[src/rtl/apb4_master_pkg.sv]
// Shared types and constants for the APB4 requester bridge.
package apb4_master_pkg;

  localparam int         APB4_DATA_WIDTH    = 32;
  localparam logic [2:0] APB4_PPROT_DEFAULT = 3'b000;

  typedef enum logic [1:0] {
    IDLE   = 2'd0,
    SETUP  = 2'd1,
    ACCESS = 2'd2,
    RESP   = 2'd3
  } apb_state_e;

endpackage

[src/rtl/apb4_master_bridge.sv]
// APB4 requester: turns a valid/ready command into one APB4 transfer and a
// valid/ready response, with misalignment and watchdog-timeout error reporting.
module apb4_master_bridge
  import apb4_master_pkg::*;
#(
  parameter int ADDR_WIDTH     = 32,
  parameter int DATA_WIDTH     = APB4_DATA_WIDTH,
  parameter int TIMEOUT_CYCLES = 256
) (
  input  logic                    pclk_i,
  input  logic                    preset_i,

  input  logic                    req_valid_i,
  output logic                    req_ready_o,
  input  logic                    req_write_i,
  input  logic [ADDR_WIDTH-1:0]   req_addr_i,
  input  logic [DATA_WIDTH-1:0]   req_wdata_i,
  input  logic [DATA_WIDTH/8-1:0] req_strb_i,

  output logic                    rsp_valid_o,
  input  logic                    rsp_ready_i,
  output logic [DATA_WIDTH-1:0]   rsp_rdata_o,
  output logic                    rsp_err_o,

  output logic [ADDR_WIDTH-1:0]   paddr_o,
  output logic [2:0]              pprot_o,
  output logic                    psel_o,
  output logic                    penable_o,
  output logic                    pwrite_o,
  output logic [DATA_WIDTH-1:0]   pwdata_o,
  output logic [DATA_WIDTH/8-1:0] pstrb_o,
  input  logic [DATA_WIDTH-1:0]   prdata_i,
  input  logic                    pready_i,
  input  logic                    pslverr_i
);

  localparam int STRB_WIDTH = DATA_WIDTH / 8;
  localparam int CNT_WIDTH  = (TIMEOUT_CYCLES > 1) ? $clog2(TIMEOUT_CYCLES) : 1;
  localparam bit TIMEOUT_EN = (TIMEOUT_CYCLES != 0);
  localparam logic [CNT_WIDTH-1:0] CNT_LAST =
    CNT_WIDTH'((TIMEOUT_CYCLES > 0) ? TIMEOUT_CYCLES - 1 : 0);

  apb_state_e             state_q, state_d;
  logic [CNT_WIDTH-1:0]   cnt_q;
  logic                   psel_q, penable_q, psel_d, penable_d;
  logic                   pwrite_q;
  logic [ADDR_WIDTH-1:0]  paddr_q;
  logic [DATA_WIDTH-1:0]  pwdata_q;
  logic [STRB_WIDTH-1:0]  pstrb_q;
  logic [DATA_WIDTH-1:0]  rsp_rdata_q, rsp_rdata_d;
  logic                   rsp_err_q, rsp_err_d;

  logic req_fire;
  logic req_aligned;
  logic timeout_hit;

  assign req_fire    = req_valid_i && (state_q == IDLE);
  assign req_aligned = (req_addr_i[1:0] == 2'b00);
  assign timeout_hit = TIMEOUT_EN && (cnt_q == CNT_LAST);

  // NOTE: reset is synchronous, so it lives inside the clocked block; all state
  // is updated with <= so every flop samples the pre-edge values of its inputs.
  always_ff @(posedge pclk_i) begin
    if (preset_i) state_q <= IDLE;
    else          state_q <= state_d;
  end

  // NOTE: every combinational output gets a default first, so no path can
  // leave it unassigned and infer a latch.
  always_comb begin
    state_d = state_q;
    unique case (state_q)
      IDLE:    if (req_fire) state_d = req_aligned ? SETUP : RESP;
      SETUP:   state_d = ACCESS;
      ACCESS:  if (pready_i || timeout_hit) state_d = RESP;
      RESP:    if (rsp_ready_i) state_d = IDLE;
      default: state_d = IDLE;
    endcase
  end

  // APB strobes and response values are decided from the upcoming state, then registered.
  always_comb begin
    psel_d      = (state_d == SETUP) || (state_d == ACCESS);
    penable_d   = (state_d == ACCESS);
    rsp_err_d   = rsp_err_q;
    rsp_rdata_d = rsp_rdata_q;
    unique case (state_q)
      IDLE: begin
        if (req_fire && !req_aligned) begin
          rsp_err_d   = 1'b1;
          rsp_rdata_d = '0;
        end
      end
      ACCESS: begin
        if (pready_i) begin
          rsp_err_d   = pslverr_i;
          rsp_rdata_d = (!pwrite_q && !pslverr_i) ? prdata_i : '0;
        end else if (timeout_hit) begin
          rsp_err_d   = 1'b1;
          rsp_rdata_d = '0;
        end
      end
      default: ;
    endcase
  end

  always_ff @(posedge pclk_i) begin
    if (preset_i) begin
      psel_q      <= 1'b0;
      penable_q   <= 1'b0;
      pwrite_q    <= 1'b0;
      paddr_q     <= '0;
      pwdata_q    <= '0;
      pstrb_q     <= '0;
      rsp_err_q   <= 1'b0;
      rsp_rdata_q <= '0;
      cnt_q       <= '0;
    end else begin
      psel_q      <= psel_d;
      penable_q   <= penable_d;
      rsp_err_q   <= rsp_err_d;
      rsp_rdata_q <= rsp_rdata_d;
      if (req_fire && req_aligned) begin
        paddr_q  <= req_addr_i;
        pwrite_q <= req_write_i;
        pwdata_q <= req_wdata_i;
        pstrb_q  <= req_write_i ? req_strb_i : '0;
      end
      // Counts ACCESS cycles without pready; wraps harmlessly when the watchdog is off.
      if (state_d == SETUP)
        cnt_q <= '0;
      else if ((state_q == ACCESS) && !pready_i && !timeout_hit)
        cnt_q <= cnt_q + 1'b1;
    end
  end

  assign req_ready_o = (state_q == IDLE);
  assign rsp_valid_o = (state_q == RESP);
  assign rsp_rdata_o = rsp_rdata_q;
  assign rsp_err_o   = rsp_err_q;
  assign paddr_o     = paddr_q;
  assign pprot_o     = APB4_PPROT_DEFAULT;
  assign psel_o      = psel_q;
  assign penable_o   = penable_q;
  assign pwrite_o    = pwrite_q;
  assign pwdata_o    = pwdata_q;
  assign pstrb_o     = pstrb_q;

endmodule

[config.mk]
export PLATFORM = sky130hd
export DESIGN_NAME = apb4_master_bridge
export DESIGN_NICKNAME = d
export VERILOG_FILES = /design/src/rtl/apb4_master_pkg.sv /design/src/rtl/apb4_master_bridge.sv
export SDC_FILE = /design/constraint.sdc
export NUM_CORES = 1
export LEC_CHECK = 0
export BUFFER_PORTS_ARGS = -buffer_cell sky130_fd_sc_hd__buf_2
export CORE_UTILIZATION = 33
export DETAILED_ROUTE_END_ITERATION = 8
export GPL_TIMING_DRIVEN = 0
export PLACE_DENSITY_LB_ADDON = 0.1
export SETUP_SLACK_MARGIN = 0.05
export SLEW_MARGIN = 25
export SYNTH_ARGS = -nofsm -noshare
export SYNTH_HDL_FRONTEND = slang
export SYNTH_SLANG_ARGS = --single-unit
[constraint.sdc]
create_clock -name pclk_i -period 2.6 [get_ports pclk_i]
set_input_delay 0.39 -clock pclk_i [delete_from_list [all_inputs] [get_ports pclk_i]]
set_output_delay 0.39 -clock pclk_i [all_outputs]
set_load 0.01 [all_outputs]
# Word level (Yosys, flattened, before mapping)

Index checks and enable logic that the tools add are counted.

Divide/modulo/power cells: 0
Add/subtract/negate cells: 1
Equality and inequality tests: 8
Reductions and logical operators: 18
Bitwise logic cells: 0
$lt $le $gt $ge: 0
Mux-type cells: 15
Shift-type cells: 0
Multipliers: 0

Operators by type and width:

| cell                                                   | number |
|---|---|
| 2-to-1 mux 32 bit                                      | 4 |
| one-hot mux 32 bit (2 select lines)                    | 1 |
| adder 8 x 1 -> 8 bit (second input constant)           | 1 |
| == test 8 bit (second input constant)                  | 1 |
| 2-to-1 mux 2 bit                                       | 4 |
| one-hot mux 2 bit (4 select lines)                     | 1 |
| == test 2 bit (second input constant)                  | 3 |
| logical AND 1 bit                                      | 6 |
| logical NOT 1 bit                                      | 5 |
| == test 2 x 1 -> 1 bit (second input constant)         | 2 |
| logical NOT 2 bit                                      | 2 |
| 2-to-1 mux 4 bit                                       | 1 |
| 2-to-1 mux 1 bit                                       | 3 |
| inequality test 3 bit (second input constant)          | 1 |
| AND reduction 3 bit                                    | 1 |
| logical OR 1 bit                                       | 2 |
| inequality test 2 x 1 -> 1 bit (second input constant) | 1 |
| one-hot mux 1 bit (2 select lines)                     | 1 |
| nonzero test 2 bit                                     | 1 |
| OR reduction 2 bit                                     | 1 |

Register bits: 114
Memory bits (writable): 0
Memory bits (read-only): 0
Latch bits: 0
Memories kept: 0

# Depth between registers and ports, before layout

Depth in word-level cells: 6
Gate-level depth with buffers: 8
Depth with buffers taken out: 8

# Least setup slack after synthesis

Ideal clock, no wire load.

Kind: flip-flop to flip-flop
Start: register cnt_q[0]
End: register cnt_q[2]
Period minus slack after synthesis: 1.869 ns
Path slack: 0.731 ns
Data required time: 2.509 ns
Arrival time: 1.778 ns
Stages on the path, launching flop included: 8
Path through: dfxtp_1 -> ha_1 -> nand4_1 -> o21ai_0 -> a31o_2 -> ha_1 -> or2_2 -> a311oi_1

Word-level cells in the longest chain between the ends: 6
Elaborated cells between the ends (all ways): 9
Classes of those cells: add/sub: 1; eq/ne: 2; mux: 2; reduce/logical: 4

Ends and longest elaborated chain:

| item                               | line                      | source |
|---|---|---|
| start: declaration                 | apb4_master_bridge.sv:44  | `logic [CNT_WIDTH-1:0] cnt_q;` |
| start signal: assignment           | apb4_master_bridge.sv:133 | `cnt_q <= cnt_q + 1'b1;` |
| == test 8 bit                      | apb4_master_bridge.sv:59  | `assign timeout_hit = TIMEOUT_EN && (cnt_q == CNT_LAST);` |
| logical OR 1 bit                   | apb4_master_bridge.sv:75  | `ACCESS: if (pready_i \|\| timeout_hit) state_d = RESP;` |
| 2-to-1 mux 2 bit                   | apb4_master_bridge.sv:75  |  |
| one-hot mux 2 bit (4 select lines) | apb4_master_bridge.sv:72  | `unique case (state_q)` |
| named net state_d[0]               | apb4_master_bridge.sv:43  | `apb_state_e state_q, state_d;` |
| == test 2 x 1 -> 1 bit             | apb4_master_bridge.sv:130 | `if (state_d == SETUP)` |
| OR reduction 2 bit (no line)       | n/a                       |  |

The timed path passes the listed nets, and every way through them passes these cells.
A chain may end at the register's enable or synchronous reset.

# Worst setup path in the final report

Start: register state_q[1]
End: register cnt_q[1]

Word-level cells in the longest chain between the ends: 6
Elaborated cells between the ends (all ways): 13
Classes of those cells: eq/ne: 4; mux: 4; reduce/logical: 5

Ends and longest elaborated chain:

| item                                   | line                                               | source |
|---|---|---|
| start: declaration                     | apb4_master_bridge.sv:43                           |  |
| start signal: assignment               | apb4_master_bridge.sv:65                           | `else state_q <= state_d;` |
| logical NOT 2 bit                      | apb4_master_bridge.sv:57, apb4_master_bridge.sv:72 |  |
| logical AND 1 bit                      | apb4_master_bridge.sv:57                           | `assign req_fire = req_valid_i && (state_q == IDLE);` |
| 2-to-1 mux 2 bit                       | apb4_master_bridge.sv:73                           | `IDLE: if (req_fire) state_d = req_aligned ? SETUP : RESP;` |
| one-hot mux 2 bit (4 select lines) (*) | apb4_master_bridge.sv:72                           |  |
| named net state_d[0]                   | apb4_master_bridge.sv:43                           |  |
| == test 2 x 1 -> 1 bit (*)             | apb4_master_bridge.sv:130                          |  |
| OR reduction 2 bit (no line) (*)       | n/a                                                |  |

Mark *: on every way through the listed nets, which the timed path passes. The rest lies on a longest branch.

==> out/qor.csv <==
stage,metric,value,unit
pwr,Sw Share,0.255,
pwr,Clock power frac,0.473,
setup_path,CP Capture Point,cnt_q[1],
pwr,power share of the sequential group,0.408,
sta,Final TNS setup,0,ns
pwr,Pint,3.35,mW
sta,Setup-failing EPs final,0,
global_route,total congestion overflow,0,
floorplanning,# rows,44,
clock_network,hold buffers post-CTS,0,
clock_network,clk sinks,114,
sta,Worst Clk Skew,0.00775,ns
global_route,vias in the first global route,5121,
synth,most area-hungry cell type in the Yosys netlist,dfxtp_1,
pwr,sw power,1.15,mW
clock_network,Max clock buf depth,2,
synth,Mean Syn Cell Area,8.41,sq um
clock_network,CTS tree,done,
setup_path,Critical Path Source Type,flop,
clock_network,CTS root buffer,clkbuf_16,
synth,Syn Std Cell Area,4940,sq um
pwr,Max VDD drop,0.457,mV
synth,main area contributors after synthesis,"dfxtp_1 (46%), nand3_1 (9.8%), a21oi_1 (7.3%), o21ai_0 (7.1%), o2111ai_1 (5.7%)",
floorplanning,die area,15500,sq um
sta,Final Hold Fails,0,
pwr,Pwr per Cell Area,665,nW/um^2
finish,layout cells sized above 1,0.298,
placement,placed inst area,6240,sq um
global_route,pin count of the biggest net entering global routing,17,
clock_network,clk_lat worst skew,0.41,ns
drt,Final ANT Viol Nets,0,
sta,Slew Limit Fails,0,
placement,DP HPWL,12200,microns
drt,DRT Wirelength,16500,microns
setup_path,R2R cell count,7,
setup_path,reg2reg setup slack,0.34,ns
finish,number of antenna diodes,0,
floorplanning,IO Pins,216,
floorplanning,die height,124,microns
status,status,"complete, no violations",
drt,Initial DRC Count,244,
clock_network,Clock transition at path regs,0.05,ns
pwr,logic gate share of total power,0.120,
floorplanning,core box area,14600,sq um
synth,Post-synth ARST share,0,
setup_path,Setup CP Type,flop to flop,
synth,Post-synth EDFFs,0,
drt,Pre-antenna DRT Iters,5,
synth,top_reg_cell synth,dfxtp_1,
global_route,first-pass GRT wire length,26500,microns
synth,Unique masters post-synth,41,
finish,Final Cell Area,6780,sq um
sta,minimum clock period after layout,2.26,ns
sta,Worst Tran Pin Value,0.638,ns
min_path,Hold WC Path Type,input port to flop,
finish,Syn-to-layout area delta,37.1,%
clock_network,CTS buffer count,17,
clock_network,Post-CTS Repair Setup Buffers,0,
global_route,All-Layer GR Usage,0.213,
setup_path,Critical Path Sink Type,flop,
sta,Fmax achieved,0.442,GHz
sta,worst hold slack,0.219,ns
drt,vias,5485,
setup_path,Setup crit start,state_q[1],
clock_network,Max H-tree Level,4,
synth,sequential cell area fraction in the yosys report,0.462,
min_path,hold path startpoint,prdata_i[5],
floorplanning,die width,124,microns
drt,Via-to-Cell Ratio,5.40,
drt,wire per inst,16.3,microns
setup_path,Worst EP arrival,2.55,ns
synth,cell count after synthesis,588,
synth,Syn. warnings,0,
synth,Yosys top cell area share,0.462,
synth,synthesized flop and latch total,114,
finish,final net count,931,
placement,# port buffers,212,
sta,Tcrit/Tclk final,0.871,
setup_path,Crit Reg-Reg Endpoint,cnt_q[1],
sta,max_slew headroom,0.574,
setup_path,RR Startpoint,state_q[1],
pwr,Leakage Power,2.73,nW
drt,DRC errors left,0,
clock_network,# resized after CTS,0,
setup_path,crit-path max FO,10,
run,MaxCap Viol Count,0,
floorplanning,Starting Density,0.339,
setup_path,CP required,2.88,ns
global_route,initial antenna violation count,0,
placement,gp weighted congestion,0.820,
sta,RSZ-0062 raised after global routing,no,
==> worst min-delay path by stage <==
stage	end	slack, ns	cells past startpoint
final	rsp_rdata_o[5]	0.22	3
after floorplan	cnt_q[1]	0.45	2
after detailed placement	pwdata_o[26]	0.46	2
after global routing	rsp_rdata_o[14]	0.20	3
after global placement	paddr_o[22]	0.45	2
after CTS	rsp_rdata_o[26]	0.20	3
==> cell type report <==
type	count	area [sq um]
plain buffers	69	280
inverters	3	11.3
multi-input cells	404	2380
clock inverters	7	60.1
repair buffers	212	1060
fillers	1466	7810
clock buffers	22	474
flip-flops and latches	114	2280
well taps	184	230
==> flip-flops by register name, indices dropped and copies added (netlist names) <==
register and cells:
rsp_err_o 1, cnt_q 8, rsp_rdata_o 32, paddr_o 32, pwrite_o 1, penable_o 1, psel_o 1, pstrb_o 4
state_q 2, pwdata_o 32
==> layer usage <==
metal | track usage | vias to the layer above | share of wire
met1 | 0.272 | 2592 | 0.45
met4 | 0.0850 | 0 | 0.023
li1 | - | 2651 | -
met5 | 0 | - | 0
met3 | 0.0735 | 25 | 0.077
met2 | 0.325 | 217 | 0.45
==> cells in the mapped netlist, types with 3 or more instances <==
| cell type | number |
|---|---|
| nand4_1 | 7 |
| inv_1 | 3 |
| nor3b_1 | 4 |
| nand3_1 | 97 |
| o211ai_1 | 32 |
| dfxtp_1 | 114 |
| a21oi_1 | 72 |
| clkbuf_1 | 62 |
| nand2_1 | 9 |
| nand2b_1 | 33 |
| o21ai_0 | 70 |
| o2111ai_1 | 32 |
| mux2i_1 | 3 |
| ha_1 | 3 |
| or3_1 | 3 |
| buf_4 | 3 |
| nor2_1 | 11 |
==> kinds of logic after synthesis <==
kind of cell,synth area share
AOI/OAI and AO/OA,0.272
and+or+nand+nor,0.193
buffers and inverters,0.0590
DFF,0.462
muxes,0.00608
adders and majority gates,0.00760
other,0.000759
==> critical path, stage by stage, from the launching register on <==
cell and delay [ns]:
dfxtp_1 0.46, clkbuf_1 0.40, clkbuf_1 0.49, a31o_2 0.24
ha_1 0.22, nor2_1 0.14, nand2_1 0.11, mux2i_1 0.06
==> metrics by stage <==
stage	worst slack (ns)	cells	util	total power, mW
floorplan	0.731	590	-	2.16
global placement	0.284	986	0.428	2.41
detailed placement	0.245	986	0.428	2.41
CTS	0.291	1015	0.464	4.55
global route	0.168	1015	0.464	4.69
finish	0.335	1015	0.464	4.51
==> power groups by stage <==
stage	logic (mW)	registers (mW)	clock network, mW
after CTS	0.542	1.84	2.17
after floorplan	0.270	1.89	0
after detailed placement	0.540	1.87	0
after global placement	0.536	1.87	0
final	0.539	1.84	2.13
after global routing	0.598	1.84	2.25
==> cells in the final DEF, fill, tap and decap left out, types with 3 or more instances in the layout <==
cell type | synthesis | routed
buf_2 | 2 | 214
dfxtp_1 | 114 | 114
nand3_1 | 97 | 97
a21oi_1 | 72 | 72
o21ai_0 | 70 | 70
clkbuf_1 | 62 | 64
nand2b_1 | 33 | 33
o2111ai_1 | 32 | 32
o211ai_1 | 32 | 32
clkbuf_16 | 0 | 17
nor2_1 | 11 | 11
nand2_1 | 9 | 9
nand4_1 | 7 | 7
clkinv_2 | 0 | 6
nor3b_1 | 4 | 4
inv_1 | 3 | 3
or3_1 | 3 | 3
mux2i_1 | 3 | 3
ha_1 | 3 | 3
buf_4 | 3 | 3
conb_1 | 1 | 3
clkbuf_8 | 0 | 3
Power figures use the tool's default switching activity.
